`src/rtl/dma_burst_copier.sv`:
```
// rtl/dma_burst_copier.sv - AXI4 initiator copying a byte block burst by burst through a local buffer
module dma_burst_copier #(
    parameter int ADDR_WIDTH = 32,
    parameter int DATA_WIDTH = 32,
    parameter int ID_WIDTH   = 4,
    parameter int MAX_BEATS  = 16
) (
    input  logic                    clk,
    input  logic                    rst_n,
    input  logic                    start,
    input  logic [ADDR_WIDTH-1:0]   src_addr,
    input  logic [ADDR_WIDTH-1:0]   dst_addr,
    input  logic [15:0]             byte_len,
    output logic                    busy,
    output logic                    done,
    output logic                    err,
    output logic                    awvalid,
    input  logic                    awready,
    output logic [ADDR_WIDTH-1:0]   awaddr,
    output logic [7:0]              awlen,
    output logic [2:0]              awsize,
    output logic [1:0]              awburst,
    output logic [ID_WIDTH-1:0]     awid,
    output logic                    wvalid,
    input  logic                    wready,
    output logic [DATA_WIDTH-1:0]   wdata,
    output logic [DATA_WIDTH/8-1:0] wstrb,
    output logic                    wlast,
    input  logic                    bvalid,
    output logic                    bready,
    input  logic [1:0]              bresp,
    output logic                    arvalid,
    input  logic                    arready,
    output logic [ADDR_WIDTH-1:0]   araddr,
    output logic [7:0]              arlen,
    output logic [2:0]              arsize,
    output logic [1:0]              arburst,
    output logic [ID_WIDTH-1:0]     arid,
    input  logic                    rvalid,
    output logic                    rready,
    input  logic [DATA_WIDTH-1:0]   rdata,
    input  logic [1:0]              rresp,
    input  logic                    rlast
);
    localparam int BPB    = DATA_WIDTH / 8;
    localparam int BSHIFT = $clog2(BPB);
    localparam int IDX_W  = $clog2(MAX_BEATS);
    localparam int BEAT_W = $clog2(MAX_BEATS + 1);

    typedef enum logic [2:0] {
        S_IDLE,
        S_AR,
        S_R,
        S_AW,
        S_W,
        S_B,
        S_DONE
    } state_t;

    state_t                state, state_nxt;
    logic [ADDR_WIDTH-1:0] src, dst;
    logic [15:0]           rem;
    logic [IDX_W-1:0]      idx;
    logic [DATA_WIDTH-1:0] buf_mem [MAX_BEATS];

    logic [16:0]           rem_beats, src_room, dst_room, beats_min;
    logic [BEAT_W-1:0]     beats;
    logic [15:0]           burst_bytes, rem_after;
    logic                  last_w;

    // src/dst/rem only move on the B handshake, so the burst size derived
    // from them stays constant for the whole AR..B sequence.
    always_comb begin
        rem_beats = 17'(rem >> BSHIFT);
        src_room  = 17'((13'd4096 - {1'b0, src[11:0]}) >> BSHIFT);
        dst_room  = 17'((13'd4096 - {1'b0, dst[11:0]}) >> BSHIFT);
        beats_min = 17'(MAX_BEATS);
        if (rem_beats < beats_min) beats_min = rem_beats;
        if (src_room < beats_min)  beats_min = src_room;
        if (dst_room < beats_min)  beats_min = dst_room;
        beats       = BEAT_W'(beats_min);
        burst_bytes = 16'(beats) << BSHIFT;
        rem_after   = rem - burst_bytes;
        last_w      = (BEAT_W'(idx) == beats - BEAT_W'(1));
    end

    always_ff @(posedge clk) begin
        if (!rst_n) state <= S_IDLE;
        else        state <= state_nxt;
    end

    always_comb begin
        state_nxt = state;
        case (state)
            S_IDLE: if (start)           state_nxt = (byte_len == 16'd0) ? S_DONE : S_AR;
            S_AR:   if (arready)         state_nxt = S_R;
            S_R:    if (rvalid && rlast) state_nxt = S_AW;
            S_AW:   if (awready)         state_nxt = S_W;
            S_W:    if (wready && last_w) state_nxt = S_B;
            S_B:    if (bvalid)          state_nxt = (rem_after == 16'd0) ? S_DONE : S_AR;
            S_DONE:                      state_nxt = S_IDLE;
            default:                     state_nxt = S_IDLE;
        endcase
    end

    always_ff @(posedge clk) begin
        if (!rst_n) begin
            src <= '0;
            dst <= '0;
            rem <= '0;
            idx <= '0;
            err <= 1'b0;
        end else begin
            case (state)
                S_IDLE: if (start) begin
                    src <= src_addr;
                    dst <= dst_addr;
                    rem <= byte_len;
                    idx <= '0;
                    err <= 1'b0;
                end
                S_R: if (rvalid) begin
                    idx <= rlast ? '0 : idx + 1'b1;
                    if (rresp != 2'b00) err <= 1'b1;
                end
                S_W: if (wready) idx <= last_w ? '0 : idx + 1'b1;
                S_B: if (bvalid) begin
                    src <= src + ADDR_WIDTH'(burst_bytes);
                    dst <= dst + ADDR_WIDTH'(burst_bytes);
                    rem <= rem_after;
                    if (bresp != 2'b00) err <= 1'b1;
                end
                default: ;
            endcase
        end
    end

    always_ff @(posedge clk) begin
        if (state == S_R && rvalid) buf_mem[idx] <= rdata;
    end

    always_comb begin
        arvalid = (state == S_AR);
        rready  = (state == S_R);
        awvalid = (state == S_AW);
        wvalid  = (state == S_W);
        wlast   = (state == S_W) && last_w;
        bready  = (state == S_B);
        done    = (state == S_DONE);
        busy    = (state != S_IDLE) && (state != S_DONE);
        araddr  = src;
        awaddr  = dst;
        arlen   = 8'(beats - BEAT_W'(1));
        awlen   = 8'(beats - BEAT_W'(1));
        arsize  = 3'(BSHIFT);
        awsize  = 3'(BSHIFT);
        arburst = 2'b01;
        awburst = 2'b01;
        arid    = '0;
        awid    = '0;
        wdata   = buf_mem[idx];
        wstrb   = '1;
    end
endmodule

```
`config.mk`:
```
export PLATFORM = sky130hd
export DESIGN_NAME = dma_burst_copier
export DESIGN_NICKNAME = d
export VERILOG_FILES = /design/src/rtl/dma_burst_copier.sv
export SDC_FILE = /design/constraint.sdc
export NUM_CORES = 1
export LEC_CHECK = 0
export BUFFER_PORTS_ARGS = -buffer_cell sky130_fd_sc_hd__buf_4
export CAP_MARGIN = 20
export CELL_PAD_IN_SITES_DETAIL_PLACEMENT = 0
export CELL_PAD_IN_SITES_GLOBAL_PLACEMENT = 2
export CORE_ASPECT_RATIO = 0.75
export CORE_MARGIN = 2
export CORE_UTILIZATION = 46
export CTS_CLUSTER_SIZE = 30
export DETAILED_ROUTE_END_ITERATION = 8
export PLACE_DENSITY_LB_ADDON = 0.1
export SETUP_SLACK_MARGIN = 0.5
export SLEW_MARGIN = 20
export SYNTH_ARGS = -nofsm -noshare
export SYNTH_HDL_FRONTEND = slang
export SYNTH_SLANG_ARGS = --single-unit
```
`constraint.sdc`:
```
create_clock -name clk -period 20.4 [get_ports clk]
set_clock_uncertainty 0.15 [all_clocks]
set_input_delay 1.02 -clock clk [delete_from_list [all_inputs] [get_ports clk]]
set_output_delay 1.02 -clock clk [all_outputs]
set_load 0.05 [all_outputs]
```
**Word level (Yosys, flattened, before mapping)**

Memories as Yosys holds them, arrays and structs flattened. A register that Yosys moved wholly into a read port is not among the register bits.
Index checks and enable logic that the tools add are counted.

- Add/sub/neg operators: 8
- $lt $le $gt $ge: 3
- Equal/unequal tests: 18
- Mux-type cells: 37
- Reductions and logical operators: 18

Operators with widths:

| cell | number |
|---|---|
| 2-to-1 mux 32 bit | 4 |
| one-hot mux 32 bit (2 select lines) | 2 |
| adder 32 x 7 -> 32 bit | 2 |
| zero test 16 bit | 2 |
| 2-to-1 mux 16 bit | 2 |
| one-hot mux 16 bit (2 select lines) | 1 |
| 2-to-1 mux 4 bit | 7 |
| subtractor 13 x 12 -> 14 bit (first input constant) | 2 |
| 2-to-1 mux 3 bit | 8 |
| one-hot mux 3 bit (6 select lines) | 1 |
| subtractor 16 x 7 -> 16 bit | 1 |
| less-than comparator 15 x 14 -> 1 bit | 1 |
| less-than comparator 15 bit | 1 |
| 2-to-1 mux 15 bit | 1 |
| less-than comparator 14 x 5 -> 1 bit (second input constant) | 1 |
| 2-to-1 mux 14 bit | 1 |
| != test 2 x 1 -> 1 bit (second input constant) | 7 |
| one-hot mux 4 bit (3 select lines) | 1 |
| AND reduction 6 bit | 2 |
| == test 3 bit (second input constant) | 3 |
| nonzero test 3 bit | 3 |
| 2-to-1 mux 1 bit | 7 |
| == test 3 x 2 -> 1 bit (second input constant) | 2 |
| != test 2 bit (second input constant) | 3 |
| 13 further kinds | 19 |

- Register bits: 88
- Bits in writable memories: 512
- Bits of input ports: 125
- Output and inout bits: 143
- Logic and storage cells: 91
- Memories kept: 1

Memories:

| name | words | width | read ports | clocked after memory_dff | wr ports | RTL line | RTL |
|---|---|---|---|---|---|---|---|
| buf_mem | 16 | 32 | 1 | 1 | 1 | 64 | `logic [DATA_WIDTH-1:0] buf_mem [MAX_BEATS];` |

**Depth between registers and ports, before layout**

- Depth after elaboration: 13
- Mapped depth: 37
- Gate-level depth less buffers: 35

**Worst setup path after synthesis**

No wires, ideal clock.

- Kind: register -> register
- Start point: register src[3], in the netlist araddr[3]
- End point: register state[2]
- Arrival: 8.972 ns
- Path slack: 11.207 ns
- Cell stages (with the launch flop): 38
- Path through: dfxtp_1 > buf_6 > nor4_4 > nand3_4 > nor3_1 > nand2b_1 > nor2_1 > xnor2_1 > ha_1 > a21oi_1 > nand2_1 > a211oi_1 > o211a_4 > clkbuf_1 > nand2_1 > ha_1 > a21o_1 > a21o_1 > [2 not listed] > nor2_1 > mux2i_1 > inv_1 > ha_1 > inv_1 > ha_1 > nor2_1 > nand2_1 > nand2b_1 > o311ai_0 > o41a_1 > maj3_2 > a2111oi_2 > nor4_1 > or4b_1 > nor4_1 > a31oi_1 > o21ai_1

- Word-level cells in the longest chain between the ends: 10
- Elaborated cells on any way between the ends: 15
- Classes of those cells: add/sub (3); order compare (2); eq/ne (2); mux (5); reduce/logical (3)

Ends and longest elaborated chain:

| element | RTL line | RTL |
|---|---|---|
| start, declared | 61 | `logic [ADDR_WIDTH-1:0] src, dst;` |
| start signal, assigned | 116 | `src <= src_addr;` |
| start signal, assigned | 128 | `src <= src + ADDR_WIDTH'(burst_bytes);` |
| subtractor 13 x 12 -> 14 bit * | 75 | `src_room = 17'((13'd4096 - {1'b0, src[11:0]}) >> BSHIFT);` |
| less-than comparator 15 x 14 -> 1 bit | 79 | `if (src_room < beats_min) beats_min = src_room;` |
| 2-to-1 mux 15 bit * | 79 |  |
| less-than comparator 15 bit | 80 | `if (dst_room < beats_min) beats_min = dst_room;` |
| 2-to-1 mux 5 bit * | 80 |  |
| subtractor 16 x 7 -> 16 bit or subtractor 5 x 1 -> 5 bit (tied branches) | 83, 84 |  |
| zero test 16 bit or == test 4 x 5 -> 1 bit (tied branches) | 100, 84 |  |
| 2-to-1 mux 3 bit or logical AND 1 bit (tied branches) | 100, 99 |  |
| 2-to-1 mux 3 bit or != test 2 x 1 -> 1 bit (tied branches) | n/a |  |
| one-hot mux 3 bit (6 select lines) or AND reduction 6 bit (tied branches) | n/a |  |
| end signal, assigned | 89 | `else state <= state_nxt;` |
| end, declared | 60 | `state_t state, state_nxt;` |

Every way passes the cells marked *; elsewhere a longest branch is shown, timed or not. The select of a mux whose other input is x is not followed.
A chain may end at the register's enable or synchronous reset.

**Final worst setup path**

Ends and elaborated chain as after synthesis.

==> metrics.csv <==
stage;metric;value;unit
sta;Slew Limit Fails;0;
sta;minimum clock period;9.31;ns
yosys;top_reg_cell synth;edfxtp_1;
worst_setup_path;worst r2r src;araddr[3]$_SDFFE_PN0P_;
clocking;clock transition at the registers of the reported paths;0.06;ns
clocking;PostCTS Resize Cnt;0;
min_path;HP Class;reg -> reg;
cells_and_area;Fill cells;4748;
worst_setup_path;worst reg2reg endpoint;state[2]$_SDFFE_PN0P_;
yosys;post-synthesis sequential area ratio;0.639;
detailed_routing;final WL;72400;µm
worst_setup_path;CP arrival;9.72;ns
worst_setup_path;CP peak stage delay;0.78;ns
sta;f_max;0.107;GHz
cells_and_area;area delta synth->final;17.2;%
sta;Setup violations, final;0;
clocking;CTS tree;yes;
grt;GRT Total Usage;0.238;
clocking;post-CTS setup buffer count;0;
yosys;Avg Inst Size Synth;15.1;µm²
sta;Slew headroom;0.350;
worst_setup_path;critical setup path kind;reg -> reg;
worst_setup_path;CP Max Fanout;15;
die;Die Wd;283;µm
clocking;cts bufs inserted;57;
min_path;hold path cells;2;
clocking;Clock Tree Buf Depth;3;
grt;pin count of the biggest net entering global routing;54;
worst_setup_path;slack of the worst reg-to-reg path;11.09;ns
grt;grt ovf;0;
yosys;cells after synthesis;1779;
detailed_routing;Vias;16900;
die;Starting Density;0.467;
place;number of port buffers;245;
yosys;Netlist cell types;96;
grt;initial antenna violation count;1;
min_path;Worst Hold Endpoint;rem[1]$_SDFFE_PN0P_;
clocking;Hold-fix buffers, CTS;0;
pwr;Tot Pwr;0.00531;W
yosys;Yosys warning count;0;
worst_setup_path;Crit. End Element;flip-flop;
pwr;Leak Pwr;10.5;nW
grt;first-pass GRT wire length;108000;µm
detailed_routing;post-DR vias/cell;5.98;
sta;Setup TNS;0;ns
worst_setup_path;most frequent cell on the critical path;nand2_1;
die;row cnt;76;
detailed_routing;first drt pass iteration count;6;
detailed_routing;Antenna Nets Post-Route;0;
worst_setup_path;crit path launch;araddr[3]$_SDFFE_PN0P_;
clocking;CTS root buf;clkbuf_16;
place;dpl hpwl;43800;µm
cells_and_area;ant diodes;0;
worst_setup_path;Worst path slowest cell;o221ai_1;
grt;number of global-route vias before repair;16400;
sta;hold slack;0.328;ns
worst_setup_path;Worst Setup Start Kind;flip-flop;
detailed_routing;DRC errors left;0;
die;# IOs;268;
sta;Worst-Margin Slew;0.975;ns
sta;RSZ-0062 raised after global routing;no;
yosys;FFs w/ async S/R, synth;0;
detailed_routing;detailed router's first-iteration violation count;1611;
yosys;Cell Area, Synth;26900;µm²
clocking;Num Clock Sinks;604;
cells_and_area;nets;2155;
run_status;status;finished clean;
pwr;Pwr Density;168;nW/µm²
die;Die ar.;60500;µm²
sta;final worst-path cycle share;0.457;
yosys;Post-synth EDFFs;512;
job;max cap viols;0;
yosys;synthesized flop and latch total;604;
detailed_routing;Routed wire per std cell;25.6;µm
worst_setup_path;Reg2Reg Depth;32;
place;gpl congestion;0.870;
die;Core ar.;57600;µm²
pwr;VDD IR max;228;µV
cells_and_area;layout cells sized above 1;0.289;
worst_setup_path;Worst EP required;20.81;ns
min_path;Hold Crit Start;rem[1]$_SDFFE_PN0P_;
clocking;Worst-Skew Late Latency;0.62;ns
clocking;htree depth;2;
sta;final hold violations;0;
die;Die Ht;214;µm
registers in the layout, indices dropped and copies added, names as in the netlist, named ones only:
signal	count
awaddr	32
rem	16
err	1
state	3
buf_mem	512
idx	4
araddr	32
per-stage QoR:
stage | utilization | setup WS [ns] | instances | area [µm²]
detailed placement | 0.513 | 11.17 | 2726 | 29600
CTS | 0.548 | 11.15 | 2833 | 31600
global placement | 0.513 | 11.47 | 2726 | 29600
floorplan | - | 11.21 | 1805 | 27000
global route | 0.548 | 10.18 | 2833 | 31600
finish | 0.548 | 11.09 | 2833 | 31600
logic make-up (layout without fill, tap and decap cells):
logic type | Yosys count | after routing | share of synthesized area
AOI/OAI and AO/OA | 349 | 349 | 0.0897
other | 2 | 28 | 0.000279
adders and majority gates | 37 | 37 | 0.0161
muxes | 175 | 175 | 0.140
and+or+nand+nor | 411 | 411 | 0.0755
DFF | 604 | 604 | 0.639
buffers and inverters | 172 | 420 | 0.0297
xor gates and xnor gates | 29 | 29 | 0.00994
routing by layer:
layer | global-route usage | share of wire | vias to the layer above
met5 | 0 | 0.00018 | -
met3 | 0.0387 | 0.059 | 71
met4 | 0.0451 | 0.015 | 2
li1 | - | - | 7549
met1 | 0.363 | 0.47 | 8803
met2 | 0.364 | 0.46 | 507
worst max-delay path by stage:
stage / to / slack, ns / cells past startpoint
4_1_cts: state[2]$_SDFFE_PN0P_ / 11.15 / 32
2_1_floorplan: state[2]$_SDFFE_PN0P_ / 11.21 / 37
6_report: state[2]$_SDFFE_PN0P_ / 11.09 / 32
3_3_place_gp: state[2]$_SDFFE_PN0P_ / 11.47 / 32
3_5_place_dp: state[2]$_SDFFE_PN0P_ / 11.17 / 32
5_1_grt: state[2]$_SDFFE_PN0P_ / 10.18 / 31
synthesized netlist by cell type, types with 4 or more instances:
| cell | count | area, µm² |
|---|---|---|
| inv_1 | 28 | 105 |
| or4_1 | 4 | 30.0 |
| a221oi_1 | 9 | 78.8 |
| a311oi_1 | 26 | 228 |
| xnor2_1 | 22 | 193 |
| buf_4 | 32 | 240 |
| nor4_1 | 10 | 62.6 |
| ha_1 | 25 | 313 |
| o211ai_1 | 9 | 67.6 |
| a22oi_1 | 13 | 97.6 |
| or2_2 | 4 | 25.0 |
| o22ai_1 | 6 | 37.5 |
| o311ai_0 | 4 | 35.0 |
| nand2_1 | 116 | 435 |
| a31oi_1 | 21 | 131 |
| a21oi_1 | 67 | 335 |
| buf_6 | 4 | 45.0 |
| a211oi_1 | 29 | 218 |
| a21o_1 | 13 | 97.6 |
| mux4_2 | 160 | 3600 |
| a2111oi_0 | 4 | 35.0 |
| and2_1 | 16 | 100 |
| or3_1 | 8 | 50.1 |
| maj3_1 | 11 | 110 |
| nor2b_1 | 4 | 25.0 |
| o221ai_1 | 8 | 70.1 |
| edfxtp_1 | 512 | 15400 |
| nand4_1 | 13 | 81.3 |
| dfxtp_1 | 92 | 1840 |
| buf_1 | 19 | 71.3 |
| nor2_1 | 108 | 405 |
| o21ai_0 | 75 | 375 |
| nor3_1 | 40 | 200 |
| and4_1 | 5 | 43.8 |
| mux2i_1 | 11 | 110 |
| nand2b_1 | 9 | 56.3 |
| clkbuf_1 | 83 | 312 |
| mux2_2 | 4 | 45.0 |
| buf_2 | 4 | 20.0 |
| nand3_1 | 29 | 145 |
| and3_1 | 23 | 144 |
| o21a_1 | 7 | 52.6 |
| o31ai_1 | 14 | 105 |
| xor2_1 | 6 | 52.6 |
final cells by class:
class                   count  area, µm²  area share
clock buffers              66       1500      0.0476
clock inverters            41        479      0.0152
inverters                  30        113     0.00357
multi-input cells        1029       9150       0.290
flip-flops and latches    604      17200       0.546
well taps                 780        976      0.0309
repair buffers            283       2120      0.0673
where the power goes:
part / internal (W) / total (W) / switching, W
combinational: 0.000860 / 0.00269 / 0.00183
sequential: 0.00139 / 0.00150 / 0.000109
clock: 0.000643 / 0.00112 / 0.000472
total: 0.00290 / 0.00531 / 0.00241
worst max-delay path: cells and delay by family, from the launching register on:
family          cells  cell delay, ns
compound gates     14            4.13
xor+xnor            3            0.67
flops               1            0.48
simple gates       12            2.96
fa+ha+maj           3            0.85
placed cells by master, fill, tap and decap left out, types with 14 or more instances in the layout:
cell / netlist / final
a311oi_1: 26 / 26
dfxtp_1: 92 / 88
edfxtp_1: 512 / 512
o31ai_1: 14 / 14
o21ai_0: 75 / 75
and2_1: 16 / 16
a31oi_1: 21 / 21
clkinv_1: 1 / 14
and3_1: 23 / 23
ha_1: 25 / 25
mux4_2: 160 / 160
inv_1: 28 / 28
buf_4: 32 / 283
conb_1: 2 / 28
clkbuf_16: 0 / 58
nand3_1: 29 / 29
a211oi_1: 29 / 29
nor2_1: 108 / 95
nand2_1: 116 / 114
xnor2_1: 22 / 22
nor3_1: 40 / 35
a21oi_1: 67 / 67
Note: power is estimated with default switching activity, not from simulation.
